<file path="src/rtl/sweep_pkg.sv">
// Shared definitions for the sweep sequencer: FSM state encoding, minimum tick period, ticks-per-pass helpers.
// Latency: none (constants and constant functions only).
// Backpressure: not applicable.
package sweep_pkg;

    typedef enum logic [1:0] {
        ST_IDLE   = 2'd0,
        ST_START  = 2'd1,
        ST_RUN    = 2'd2,
        ST_FINISH = 2'd3
    } sweep_state_e;

    // Smallest legal tick period; guarantees a low cycle after every tick.
    localparam int SWEEP_MIN_PERIOD = 2;

    // One full back-and-forth sweep of a WIDTH-bit mask takes 2*(WIDTH-1) shifts.
    function automatic int sweep_ticks_per_pass(input int width);
        return 2 * (width - 1);
    endfunction

    // Width of the tick counter that spans 0 .. ticks_per_pass-1.
    function automatic int sweep_tick_cnt_w(input int width);
        int w;
        w = $clog2(2 * (width - 1));
        return (w < 1) ? 1 : w;
    endfunction

endpackage

</file>
<file path="src/rtl/sweep_period_timer.sv">
// Loadable down-counter that paces engine ticks; tc_o pulses in the cycle the count reaches zero.
// Latency: tc_o is registered and asserts one cycle after the advance that lands on zero.
// Backpressure: hold_i freezes the count; a zero count reloads automatically on the next advance.
module sweep_period_timer
    import sweep_pkg::*;
#(
    parameter int PERIOD_W = 16
) (
    input  logic                clk_i,
    input  logic                rst_i,
    input  logic                load_i,
    input  logic                hold_i,
    input  logic [PERIOD_W-1:0] reload_i,
    output logic                tc_o
);

    logic [PERIOD_W-1:0] cnt_q, cnt_d;
    logic                tc_q, tc_d;

    // Next count: explicit load wins, otherwise step down (reloading from zero) unless held.
    always_comb begin
        cnt_d = cnt_q;
        tc_d  = 1'b0;
        if (load_i) begin
            cnt_d = reload_i;
        end else if (!hold_i) begin
            cnt_d = (cnt_q == '0) ? reload_i : cnt_q - 1'b1;
            tc_d  = (cnt_d == '0);
        end
    end

    // Count and terminal-count registers.
    always_ff @(posedge clk_i) begin
        if (rst_i) begin
            cnt_q <= '0;
            tc_q  <= 1'b0;
        end else begin
            cnt_q <= cnt_d;
            tc_q  <= tc_d;
        end
    end

    assign tc_o = tc_q;

endmodule

</file>
<file path="src/rtl/sweep_sequencer.sv">
// Command-driven sequencer: enables a sweep-mask engine, ticks it every period cycles, stops after N passes.
// Latency: enable rises the cycle after command accept; first tick period cycles later; all outputs registered.
// Backpressure: cmd_ready_o is high only in IDLE; commands offered while busy are dropped, not queued.
// Optional: SWEEP_SEQUENCER_PAUSE_EN adds pause_i, which freezes tick pacing while running.
module sweep_sequencer
    import sweep_pkg::*;
#(
    parameter int WIDTH    = 4,
    parameter int PERIOD_W = 16,
    parameter int PASS_W   = 8
) (
    input  logic                clk_i,
    input  logic                rst_i,
`ifdef SWEEP_SEQUENCER_PAUSE_EN
    input  logic                pause_i,
`endif
    input  logic                cmd_valid_i,
    output logic                cmd_ready_o,
    input  logic [PERIOD_W-1:0] cmd_period_i,
    input  logic [PASS_W-1:0]   cmd_passes_i,
    input  logic                abort_i,
    output logic                en_o,
    output logic                tick_o,
    output logic                busy_o,
    output logic                done_o,
    output logic [PASS_W-1:0]   pass_cnt_o
);

    localparam int                  TPP        = sweep_ticks_per_pass(WIDTH);
    localparam int                  TICK_W     = sweep_tick_cnt_w(WIDTH);
    localparam logic [TICK_W-1:0]   TICK_LAST  = TICK_W'(TPP - 1);
    localparam logic [PERIOD_W-1:0] MIN_PERIOD = PERIOD_W'(SWEEP_MIN_PERIOD);

    sweep_state_e        state_q, state_d;
    logic [PERIOD_W-1:0] period_q, period_d;
    logic [PASS_W-1:0]   passes_q, passes_d;
    logic [PASS_W-1:0]   pass_cnt_q, pass_cnt_d;
    logic [TICK_W-1:0]   tick_cnt_q, tick_cnt_d;
    logic                en_q, busy_q, ready_q, done_q, done_d;
    logic                timer_load, timer_hold, tick;
    logic                pause_w;
    logic [PERIOD_W-1:0] reload_val;

`ifdef SWEEP_SEQUENCER_PAUSE_EN
    assign pause_w = pause_i;
`else
    assign pause_w = 1'b0;
`endif

    assign reload_val = period_q - 1'b1;

    sweep_period_timer #(
        .PERIOD_W (PERIOD_W)
    ) u_timer (
        .clk_i    (clk_i),
        .rst_i    (rst_i),
        .load_i   (timer_load),
        .hold_i   (timer_hold),
        .reload_i (reload_val),
        .tc_o     (tick)
    );

    // Next-state logic: command capture, tick/pass accounting, completion and abort handling.
    always_comb begin
        state_d    = state_q;
        period_d   = period_q;
        passes_d   = passes_q;
        pass_cnt_d = pass_cnt_q;
        tick_cnt_d = tick_cnt_q;
        done_d     = 1'b0;
        timer_load = 1'b0;
        timer_hold = 1'b1;
        case (state_q)
            ST_IDLE: begin
                if (cmd_valid_i && ready_q) begin
                    period_d   = (cmd_period_i < MIN_PERIOD) ? MIN_PERIOD : cmd_period_i;
                    passes_d   = cmd_passes_i;
                    pass_cnt_d = '0;
                    tick_cnt_d = '0;
                    state_d    = ST_START;
                end
            end
            ST_START: begin
                if (abort_i) begin
                    state_d = ST_IDLE;
                    done_d  = 1'b1;
                end else begin
                    timer_load = 1'b1;
                    state_d    = ST_RUN;
                end
            end
            ST_RUN: begin
                // Abort beats both pause and a completing tick; pass count is left as is.
                if (abort_i) begin
                    state_d = ST_IDLE;
                    done_d  = 1'b1;
                end else begin
                    timer_hold = pause_w;
                    if (tick) begin
                        if (tick_cnt_q == TICK_LAST) begin
                            tick_cnt_d = '0;
                            pass_cnt_d = pass_cnt_q + 1'b1;
                            if ((passes_q != '0) && (pass_cnt_d == passes_q)) begin
                                state_d    = ST_FINISH;
                                timer_hold = 1'b1;
                            end
                        end else begin
                            tick_cnt_d = tick_cnt_q + 1'b1;
                        end
                    end
                end
            end
            ST_FINISH: begin
                state_d = ST_IDLE;
                done_d  = 1'b1;
            end
            default: begin
                state_d = ST_IDLE;
            end
        endcase
    end

    // State, run context and registered outputs derived from the next state.
    always_ff @(posedge clk_i) begin
        if (rst_i) begin
            state_q    <= ST_IDLE;
            period_q   <= MIN_PERIOD;
            passes_q   <= '0;
            pass_cnt_q <= '0;
            tick_cnt_q <= '0;
            en_q       <= 1'b0;
            busy_q     <= 1'b0;
            ready_q    <= 1'b1;
            done_q     <= 1'b0;
        end else begin
            state_q    <= state_d;
            period_q   <= period_d;
            passes_q   <= passes_d;
            pass_cnt_q <= pass_cnt_d;
            tick_cnt_q <= tick_cnt_d;
            en_q       <= (state_d != ST_IDLE);
            busy_q     <= (state_d != ST_IDLE);
            ready_q    <= (state_d == ST_IDLE);
            done_q     <= done_d;
        end
    end

    assign cmd_ready_o = ready_q;
    assign en_o        = en_q;
    assign tick_o      = tick;
    assign busy_o      = busy_q;
    assign done_o      = done_q;
    assign pass_cnt_o  = pass_cnt_q;

endmodule

</file>
<file path="config.mk">
export PLATFORM = sky130hd
export DESIGN_NAME = sweep_sequencer
export DESIGN_NICKNAME = d
export VERILOG_FILES = /design/src/rtl/sweep_pkg.sv /design/src/rtl/sweep_period_timer.sv /design/src/rtl/sweep_sequencer.sv
export SDC_FILE = /design/constraint.sdc
export NUM_CORES = 1
export LEC_CHECK = 0
export CAP_MARGIN = 20
export CORE_AREA = 3 3 69 103
export CTS_BUF_LIST = sky130_fd_sc_hd__clkbuf_4 sky130_fd_sc_hd__clkbuf_8 sky130_fd_sc_hd__clkbuf_16
export CTS_CLUSTER_DIAMETER = 100
export CTS_CLUSTER_SIZE = 12
export DETAILED_ROUTE_END_ITERATION = 10
export DIE_AREA = 0 0 72 106
export PLACE_DENSITY = 0.73
export SETUP_SLACK_MARGIN = 0.1
export SLEW_MARGIN = 25
export SYNTH_ARGS = -nofsm -noshare
export SYNTH_HDL_FRONTEND = slang
export SYNTH_SLANG_ARGS = --single-unit
</file>
<file path="constraint.sdc">
create_clock -name clk_i -period 4.9 [get_ports clk_i]
set_clock_uncertainty 0.1 [all_clocks]
set_input_delay 0.735 -clock clk_i [delete_from_list [all_inputs] [get_ports clk_i]]
set_output_delay 0.735 -clock clk_i [all_outputs]
set_load 0.05 [all_outputs]
</file>
==> Implementation_results.wiki <==
{| class="wikitable"
! Metric !! Value
|-
| Ports placed on the boundary || just over 40
|-
| Global-route wire length before repair || approximately 15 mm
|-
| Destination of the worst hold path || period_q[15]
|-
| Number of cells in the design after placement || between 500 and 600
|-
| Result of the run || completed
|-
| Synthesized Nets || between 400 and 500
|-
| Worst ir drop on vdd || 339.1 uV
|-
| Sequential share of the synthesized area || 33.49%
|-
| Height of the die || roughly 110 um
|-
| Via count of the first global-routing pass || roughly 3.2k
|-
| Ant. Diodes || 0
|-
| Post-route DRC violation count || 0
|-
| Count of max-cap constraint violations || 0
|-
| Post-synthesis instance area || approximately 3400 um2
|-
| CTS tree || built
|-
| Post-CTS repair timing setup buffer count || 0
|-
| Synthesized instance count || between 400 and 500
|-
| Via density || around 5.9
|-
| Instance area at placement || 3825 um2
|-
| Worst setup slack before clock tree synthesis || 1.804 ns
|-
| Number of cells on the worst reg-to-reg path || 9
|-
| Design Area, Final || slightly above 4000 um2
|-
| Netlist cell types || 63
|-
| Number of enable-type register cells in the synthesized netlist || 0
|-
| Floorplan die area || around 7600 um2
|-
| Post-cts hold buffer count || 0
|-
| Post-route antenna net violation count || 0
|-
| Filler cell count || approximately 560
|-
| Initial standard-cell utilization of the core || a little over half
|-
| RR Startpoint || pass_cnt_o[0]
|-
| Final setup fails || 0
|-
| Detailed-router iteration count before antenna repair || 4
|-
| Wire length on met2 || 4.686 mm
|-
| Synth Warn # || 0
|-
| Worst-case register-to-register setup slack || 1.96 ns
|-
| Max layer used || met4
|-
| Share of cells above drive strength 1 || 8.282%
|-
| FFs w/ async S/R, synth || 0%
|-
| Count of vias placed by the detailed router || roughly 3.3k
|-
| Clock tree root driver cell || clkbuf_8
|-
| Min Tclk post-route || 2.938 ns
|-
| Half-perimeter wire length after detailed placement || between 6 and 7 mm
|-
| Fmax || roughly 340 MHz
|-
| Port Buffers || 40
|-
| Area growth from synthesis to layout || 18.73%
|-
| Crit share post-route || approximately 60%
|-
| Largest driver fanout on the critical path || 7
|-
| Crit path capture type || register
|-
| Ys flop type || dfxtp_1
|-
| CP arrival || roughly 3.0 ns
|-
| Relative max-transition margin || between 20% and 30%
|-
| GRT Total Usage || between 20% and 30%
|-
| Top Family by Delay on Critical Path || compound AO/OA/AOI/OAI gates
|-
| Number of buffers created by CTS || 9
|-
| Unrepaired setup endpoints after global routing || no
|-
| Clock insertion delay at the later pin of the skew report || about 0.33 ns
|-
| Total Routed Length || roughly 9.0 mm
|-
| Cell count of the worst hold path || 2
|-
| Maximum number of pins on one net before global-route repair || 56
|-
| Worst-case setup margin in the final layout || around 2.0 ns
|-
| Resized cells post-CTS || 0
|-
| Number of synthesized register bits || between 50 and 60
|-
| Start point of the worst min-delay path || period_q[15]
|-
| Worst Hold Class || reg2reg
|-
| CP max stage delay || between 0.5 and 0.6 ns
|-
| Final #Nets || roughly 520
|-
| Total count of hold-check failures in the final report || 0
|-
| Routed length per instance || around 16 um
|-
| WL met3 || 433 um
|-
| Leftover overflow at the end of global routing || 0
|-
| Average size of a mapped cell || roughly 7.7 um2
|-
| Final weighted congestion of routability-driven global placement || 0.9166
|-
| Violation count after the first detailed-routing iteration || about 220
|-
| Cell at the slowest stage of the critical path || a2111oi_4
|-
| End of the worst register-to-register path || u_timer.cnt_q[1]
|-
| Crit path required time || roughly 5.0 ns
|-
| Number of standard cells in the layout, taps in and fillers out || roughly 560
|-
| Pwr per Cell Area || between 500 and 600 nW/um2
|-
| Clock Sink Count || 57
|-
| Clock tree buffer depth || 2
|-
| Class of the most critical setup path || reg2reg
|-
| Total negative setup slack || 0 ns
|-
| Row count || 35
|-
| Number of buffer and inverter stages on the critical path || 0
|-
| H-tree depth || 3
|-
| Worst slew pin tran || 1.091 ns
|-
| Post-Route M1 WL || 3.568 mm
|-
| Leakage power || around 1.4 nW
|-
| Clock transition at path regs || 0.07 ns
|-
| Width of the die || a little over 70 um
|-
| Final-report max-slew violation count || 0
|-
| Worst path cell trace || ha_1 -> nand2_1 -> nor3_1 -> o32ai_4 -> a2111oi_4 -> or3_1 -> o32a_1 -> o21ai_0 -> nor2b_1
|-
| Number of antenna violations at the first check in global routing || 0
|-
| Startpoint Class || register
|-
| Core footprint || approximately 6300 um2
|}
-- cells in the mapped netlist, drive strengths merged (3+ instances only) --
library cell	instances	area, um2
nor2	43	171.4
nand2	82	310.3
buf	5	32.53
nor2b	4	25.02
o221a	3	33.78
nor4	16	115.1
a21oi	56	280.3
a31oi	3	18.77
or2	3	21.28
inv	9	33.78
nand2b	8	50.05
xnor2	20	175.2
a22oi	3	22.52
o31ai	3	22.52
dfxtp	57	1141
nand4	4	25.02
o21ai	10	50.05
nand3	15	85.08
nor3	22	125.1
mux2i	4	40.04
or3	9	61.31
clkbuf	14	52.55
xor2	10	87.58
ha	8	100.1
o22ai	4	25.02
-- registers in the layout, summed over array words and instances, names as in the netlist --
name	flops
passes_q	8
u_timer.cnt_q	16
cmd_ready_o	1
pass_cnt_o	8
state_q	2
busy_o	1
u_timer.tc_o	1
done_o	1
tick_cnt_q	3
period_q	16
-- per-stage QoR --
stage / hold slack, ns / utilization, % / total power, mW
after global placement: 0.3601 / 61.08 / 1.736
final: 0.3769 / 64.60 / 2.254
after CTS: 0.3760 / 64.56 / 2.247
after global routing: 0.4090 / 64.60 / 2.418
after detailed placement: 0.3665 / 61.08 / 1.755
after floorplan: 0.3488 / - / 1.510
-- cells by family (layout without fill, tap and decap cells) --
logic type / Yosys count / count (layout) / synth area share [%]
AO/OA/AOI/OAI: 100 / 100 / 19.21
multiplexers: 5 / 5 / 1.506
flip-flops: 57 / 57 / 33.49
AND/OR/NAND/NOR: 217 / 217 / 31.66
buffers and inverters: 28 / 66 / 3.489
adder cells (fa/ha/maj): 8 / 8 / 2.938
XOR/XNOR: 30 / 30 / 7.712
-- metal layers --
metal / up-vias / global-route usage [%]
met3: 22 / 4.636
met1: 1517 / 27.37
met4: 0 / 11.16
met2: 107 / 44.47
li1: 1652 / -
met5: - / 0
-- layout make-up --
| type | count | area, um2 | area share [%] |
|---|---|---|---|
| clock inverters | 3 | 65.06 | 1.608 |
| well taps | 74 | 92.59 | 2.289 |
| repair buffers | 42 | 410.4 | 10.15 |
| flip-flops and latches | 57 | 1141 | 28.21 |
| inverters | 9 | 33.78 | 0.8351 |
| multi-input cells | 360 | 2150 | 53.14 |
| clock buffers | 12 | 152.6 | 3.774 |
-- worst max path at each step --
stage / start / end / depth (start not counted)
after floorplan: pass_cnt_o[0] / u_timer.cnt_q[1] / 10
final: pass_cnt_o[0] / u_timer.cnt_q[1] / 9
after CTS: u_timer.cnt_q[0] / u_timer.tc_o / 8
after global placement: abort_i / pass_cnt_o[0] / 7
after global routing: state_q[0] / pass_cnt_o[7] / 10
after detailed placement: abort_i / pass_cnt_o[0] / 7
-- worst min-delay path: stages (launching register included) --
cell,delay (ns)
dfxtp_1,0.32
nand2_1,0.06
a21oi_1,0.05
-- placed cells by master (no fill, tap or decap), drive strengths merged, types with 3 or more instances in the layout --
cell / count
xnor2: 20
nand3: 15
a31oi: 3
ha: 8
or2: 3
nor4: 16
inv: 9
nor2b: 4
clkbuf: 12
dfxtp: 57
nand4: 4
buf: 3
or3: 9
xor2: 10
o31ai: 3
clkdlybuf4s50: 39
a21oi: 56
o22ai: 4
mux2i: 4
nand2b: 8
o221a: 3
a22oi: 3
nor3: 22
nand2: 82
o21ai: 10
nor2: 43
-- where the power goes --
part,internal [mW],switching [mW]
Clock,0.308,0.183
Combinational,0.430,0.705
Sequential,0.535,0.0929
Total,1.27,0.981
(Power assumes the default switching activity.)
